[src/rtl/ablock_sweep_ctrl.sv]
// ablock_sweep_ctrl: clocked exhaustive sweep of {a,b} over two AND instances with per-vector mismatch recording
module ablock_sweep_ctrl #(
  parameter int SETTLE_CYCLES = 2
) (
  input  logic       clk,
  input  logic       rst,
  input  logic       start,
  input  logic       abort,
  output logic       a_out,
  output logic       b_out,
  input  logic       y0_in,
  input  logic       y1_in,
  output logic       busy,
  output logic       done,
  output logic       pass,
  output logic [3:0] err_mask0,
  output logic [3:0] err_mask1,
  output logic [3:0] err_cnt
);
  typedef enum logic [1:0] {IDLE, SETTLE, DONE} state_t;
  state_t state, state_n;
  logic [1:0] vec;
  logic [7:0] cnt;
  logic smp, exp_y, m0, m1;
  logic [3:0] cnt_n;
  always_comb begin
    smp = state == SETTLE && !abort && cnt == 8'd0;
    exp_y = vec[1] & vec[0];
    m0 = smp && (y0_in !== exp_y);
    m1 = smp && (y1_in !== exp_y);
    cnt_n = err_cnt + {3'b0, m0} + {3'b0, m1};
    state_n = state == IDLE ? (start ? SETTLE : IDLE) :
              state == SETTLE ? (abort ? IDLE : (smp && vec == 2'd3) ? DONE : SETTLE) :
              IDLE;
  end
  always_ff @(posedge clk) begin
    if (rst) begin
      state <= IDLE;
      vec <= '0;
      cnt <= '0;
      pass <= 1'b0;
      err_mask0 <= '0;
      err_mask1 <= '0;
      err_cnt <= '0;
    end else begin
      state <= state_n;
      if (state == IDLE && start) begin
        vec <= '0;
        cnt <= 8'(SETTLE_CYCLES - 1);
        pass <= 1'b0;
        err_mask0 <= '0;
        err_mask1 <= '0;
        err_cnt <= '0;
      end else if (state == SETTLE && !abort) begin
        if (cnt != 8'd0) begin
          cnt <= cnt - 8'd1;
        end else begin
          err_mask0 <= err_mask0 | ({3'b0, m0} << vec);
          err_mask1 <= err_mask1 | ({3'b0, m1} << vec);
          err_cnt <= cnt_n;
          vec <= vec + 2'd1;
          cnt <= 8'(SETTLE_CYCLES - 1);
          if (vec == 2'd3) pass <= cnt_n == 4'd0;
        end
      end
    end
  end
  assign busy = state == SETTLE;
  assign done = state == DONE;
  assign a_out = busy & vec[1];
  assign b_out = busy & vec[0];
endmodule
[config.mk]
export PLATFORM = sky130hd
export DESIGN_NAME = ablock_sweep_ctrl
export DESIGN_NICKNAME = d
export VERILOG_FILES = /design/src/rtl/ablock_sweep_ctrl.sv
export SDC_FILE = /design/constraint.sdc
export NUM_CORES = 1
export LEC_CHECK = 0
export ABC_AREA = 1
export BUFFER_PORTS_ARGS = -buffer_cell sky130_fd_sc_hd__buf_4
export CORE_MARGIN = 2
export CORE_UTILIZATION = 30
export CTS_CLUSTER_SIZE = 24
export DETAILED_ROUTE_END_ITERATION = 10
export SETUP_SLACK_MARGIN = 0.3
export SLEW_MARGIN = 20
export SYNTH_ARGS = -nofsm -noshare
export SYNTH_HDL_FRONTEND = slang
export SYNTH_SLANG_ARGS = --single-unit
[constraint.sdc]
create_clock -name clk -period 3.4 [get_ports clk]
set_clock_uncertainty 0.2 [all_clocks]
set_input_delay 0.17 -clock clk [delete_from_list [all_inputs] [get_ports clk]]
set_output_delay 0.17 -clock clk [all_outputs]
set_load 0.02 [all_outputs]
==> results summary <==
Row generation in the floorplan step produced 23 rows. The via-per-instance ratio came out at 4.347. At the worst endpoint, the required time is 3.41 ns. The most used flip-flop cell after synthesis is sky130_fd_sc_hd__dfxtp_1.

The via count of the first global-routing pass was 1,002. The reg-to-reg startpoint is cnt[0]. Gates resized during post-CTS repair numbered 0. The flip-flop and latch count after synthesis is 25. The number of buffers on the longest clock path is 2. STA classifies the critical path startpoint as a register. The unique cell type count in the Yosys netlist came out at 28. The count of flip-flops with a built-in enable after synthesis is 0.

The final antenna diode count came out at 0. The path length in cells of the critical path came out at 15. The total negative slack for setup checks came out at 0 ns. The worst setup path is captured at a register.

The async set-or-reset flop fraction in the synthesized netlist came out at 0. The worst hold path depth is 3. In this run the cell area measured after placement is 1491 um^2. The final hold violation count came out at 0.

The average instance area after synthesis is 7.399 um^2. At the pin with the least slew margin, the transition time is 0.4039 ns. The overall die area is 4805 um^2. The synthesized net count came out at 184. The library cell appearing most often on the critical path is sky130_fd_sc_hd__nand2_1.

The global-route wire length before repair came out at 4.174 mm. The power density over the cells is 365.6 nW/um^2. The cell family contributing the most delay on the critical path is simple AND/OR/NAND/NOR gates. The clock sink total came out at 25. The synthesized area is 1280 um^2. The data arrival time at the worst-slack endpoint came out at 2.61 ns. The beginning of the worst hold path is start. The worst reg-to-reg setup slack is 0.80 ns. TritonCTS built the clock tree. The height of the chip is 69.32 um.

The tightest min-delay check is of the primary input to register type. Walking the worst path, the cells encountered are inv_1, ha_1, nand2_1, nor2_8, nand2_8, inv_4, nand2_1, fa_1, inv_1, ha_1, nor2_1, nand2_1, nor2_1, nand2_2, a21oi_2. The register clock-pin slew on the reported worst setup and hold paths is 0.09 ns. The tool flagged a number of max-cap violations equal to 0. The area of the placeable core came out at 4058 um^2. The count of nets left with antenna violations after detail routing came out at 0. The insertion delay of the later-clocked pin in the worst-skew pair is 0.27 ns.

In this run the static leakage power is 0.6824 nW. The layout cell share with drive strength beyond 1 came out at 0.2222. In the synthesized netlist, the number of instances is 173. The detailed-route via count came out at 1,078. The number of slew-limit violations in the final report is 0. The congestion estimate from routability-driven global placement came to 0.8155.

Port buffering added 22 buffers. The capture endpoint of the worst hold path is state[0]. The aggregate routed wire length came out at 2.350 mm. The worst slew margin relative to its limit is 0.7304.

The synthesis warning total came out at 0. Tracing the worst setup path back leads to its startpoint at cnt[0]. The share of the Yosys chip area taken by registers is 0.3910. In the routed design, unresolved DRC markers number 0. The buffer cell driving the clock tree root is sky130_fd_sc_hd__clkbuf_8. The mean routed wirelength per cell is 9.476 um.

The portion of the clock cycle consumed by the worst path in the final layout came out at 0.7646. The number of clock buffers added by TritonCTS is 3. The initial cell density of the core is 0.3154. The flow ran to the end, and the final reports show no timing, DRC or antenna violations. The layout-stage area growth over the synthesis result is 20.82%. The die is 69.32 um wide. The number of buffer and inverter stages on the critical path came out at 3.

The net total in the final layout is 210. The largest voltage drop on the vdd net came out at 0.0001733 V. The number of hold buffers added after CTS was 1. The initial antenna violation count is 0.

The sum of overflow across all layers after global routing is 0. The iteration count of the initial detailed-routing pass came out at 4. For this block, the initial DRC count from the detailed router was 27. The upper clock frequency limit came out at 384.7 MHz. During I/O placement, the number of pins put on the boundary was 23. After filler insertion, the fill cell instance count of the layout stands at 443. The sum of net half-perimeters after detailed placement is 1.887 mm. The largest fanout of any net on the critical path is 9.

The count of endpoints failing setup in the final report came out at 0. The worst setup path category is register to register. In this design, the stage delay of the slowest critical-path cell is 0.38 ns. Setup repair after global routing left no endpoint under its margin.

For the finished layout, the period the worst path requires is 2.600 ns. Measured in cells, the most critical reg-to-reg path has a length of 15. The number of H-tree levels is 1. Entering global routing, the biggest net connects 14 pins. The endpoint identified for the worst register-to-register timing path is pass. The total routing usage reported by global routing is 0.1046. The finished cells cover 1546 um^2. The post-CTS setup buffer count is 0. On the critical path, the stage with the largest delay is an instance of sky130_fd_sc_hd__fa_1.
==> tightest hold or removal path, cell delays in order <==
cell	delay [ns]
sky130_fd_sc_hd__buf_4	0.11
sky130_fd_sc_hd__nand3_1	0.10
sky130_fd_sc_hd__a21oi_1	0.07
==> metrics by stage <==
step                      setup WS [ns]  power, mW  hold WS [ns]  cells  utilization
after detailed placement         0.8067     0.3975        0.1808    243       0.3676
after CTS                        0.7750     0.5757       0.02066    248       0.3811
after floorplan                  0.9956     0.3779       0.03907    173            -
after global placement           0.8789     0.3968        0.1770    243       0.3676
after global routing             0.5956     0.5992       0.03790    248       0.3811
final                            0.8004     0.5655       0.02045    248       0.3811
==> cells by family after synthesis <==
group / count (synthesis) / share of synthesized area
buffers and inverters: 26 / 0.08505
xor gates and xnor gates: 2 / 0.01369
DFF: 25 / 0.3910
AOI/OAI and AO/OA: 16 / 0.07331
and+or+nand+nor: 99 / 0.3822
adders and majority gates: 5 / 0.05474
==> synthesized netlist by cell type (2+ instances only) <==
library cell | number | area share
sky130_fd_sc_hd__nor2_2 | 2 | 0.0098
sky130_fd_sc_hd__nand4_1 | 6 | 0.029
sky130_fd_sc_hd__a21oi_1 | 6 | 0.023
sky130_fd_sc_hd__inv_1 | 21 | 0.062
sky130_fd_sc_hd__nand3_1 | 4 | 0.016
sky130_fd_sc_hd__nor3_1 | 3 | 0.012
sky130_fd_sc_hd__nand2_2 | 3 | 0.015
sky130_fd_sc_hd__ha_1 | 4 | 0.039
sky130_fd_sc_hd__a21oi_2 | 3 | 0.021
sky130_fd_sc_hd__nor2_4 | 3 | 0.026
sky130_fd_sc_hd__nand2_4 | 2 | 0.018
sky130_fd_sc_hd__o21ai_0 | 5 | 0.020
sky130_fd_sc_hd__nor2_1 | 46 | 0.13
sky130_fd_sc_hd__dfxtp_1 | 25 | 0.39
sky130_fd_sc_hd__nand2_1 | 26 | 0.076
sky130_fd_sc_hd__inv_2 | 2 | 0.0059
==> where the power goes <==
part	switching (mW)	internal, mW
logic	0.0540	0.0309
registers	0.00553	0.299
clock network	0.0918	0.0838
total	0.151	0.414
==> area by class of cell <==
cell class              count  area [um^2]  area share
multi-input cells         122        670.6      0.4337
flip-flops and latches     25        500.5      0.3236
repair buffers             23        175.2      0.1133
inverters                  24        92.59     0.05987
well taps                  50        62.56     0.04045
clock buffers               4        45.04     0.02913
==> registers in the layout, indices dropped and copies added, names as in the netlist <==
signal     count
err_cnt        4
err_mask1      4
err_mask0      4
vec            2
cnt            8
state          2
pass           1
==> placed cells by master, fill, tap and decap left out, types with 2 or more instances in the layout <==
cell,netlist,layout
sky130_fd_sc_hd__dfxtp_1,25,25
sky130_fd_sc_hd__a21oi_2,3,3
sky130_fd_sc_hd__ha_1,4,4
sky130_fd_sc_hd__nand2_4,2,2
sky130_fd_sc_hd__nor2_1,46,46
sky130_fd_sc_hd__nand2_1,26,26
sky130_fd_sc_hd__nand4_1,6,6
sky130_fd_sc_hd__nand3_1,4,4
sky130_fd_sc_hd__nor2_2,2,2
sky130_fd_sc_hd__nor3_1,3,3
sky130_fd_sc_hd__inv_1,21,21
sky130_fd_sc_hd__inv_2,2,2
sky130_fd_sc_hd__clkbuf_8,0,3
sky130_fd_sc_hd__buf_4,0,22
sky130_fd_sc_hd__nand2_2,3,3
sky130_fd_sc_hd__nor2_4,3,3
sky130_fd_sc_hd__a21oi_1,6,6
sky130_fd_sc_hd__o21ai_0,5,5
==> worst max-delay path by stage <==
stage | slack, ns | to
2_1_floorplan | 1.0 | pass
3_3_place_gp | 0.88 | pass
3_5_place_dp | 0.81 | pass
4_1_cts | 0.77 | pass
5_1_grt | 0.60 | pass
6_report | 0.80 | pass
==> routing by layer <==
layer  vias to the layer above  track usage  wire length, um
met5                         -            0                0
met4                         0      0.04575               56
met3                         7      0.02180               83
met2                        18       0.1720             1089
met1                       465       0.1317             1120
li1                        588            -                -
Note: power is estimated with default switching activity, not from simulation.
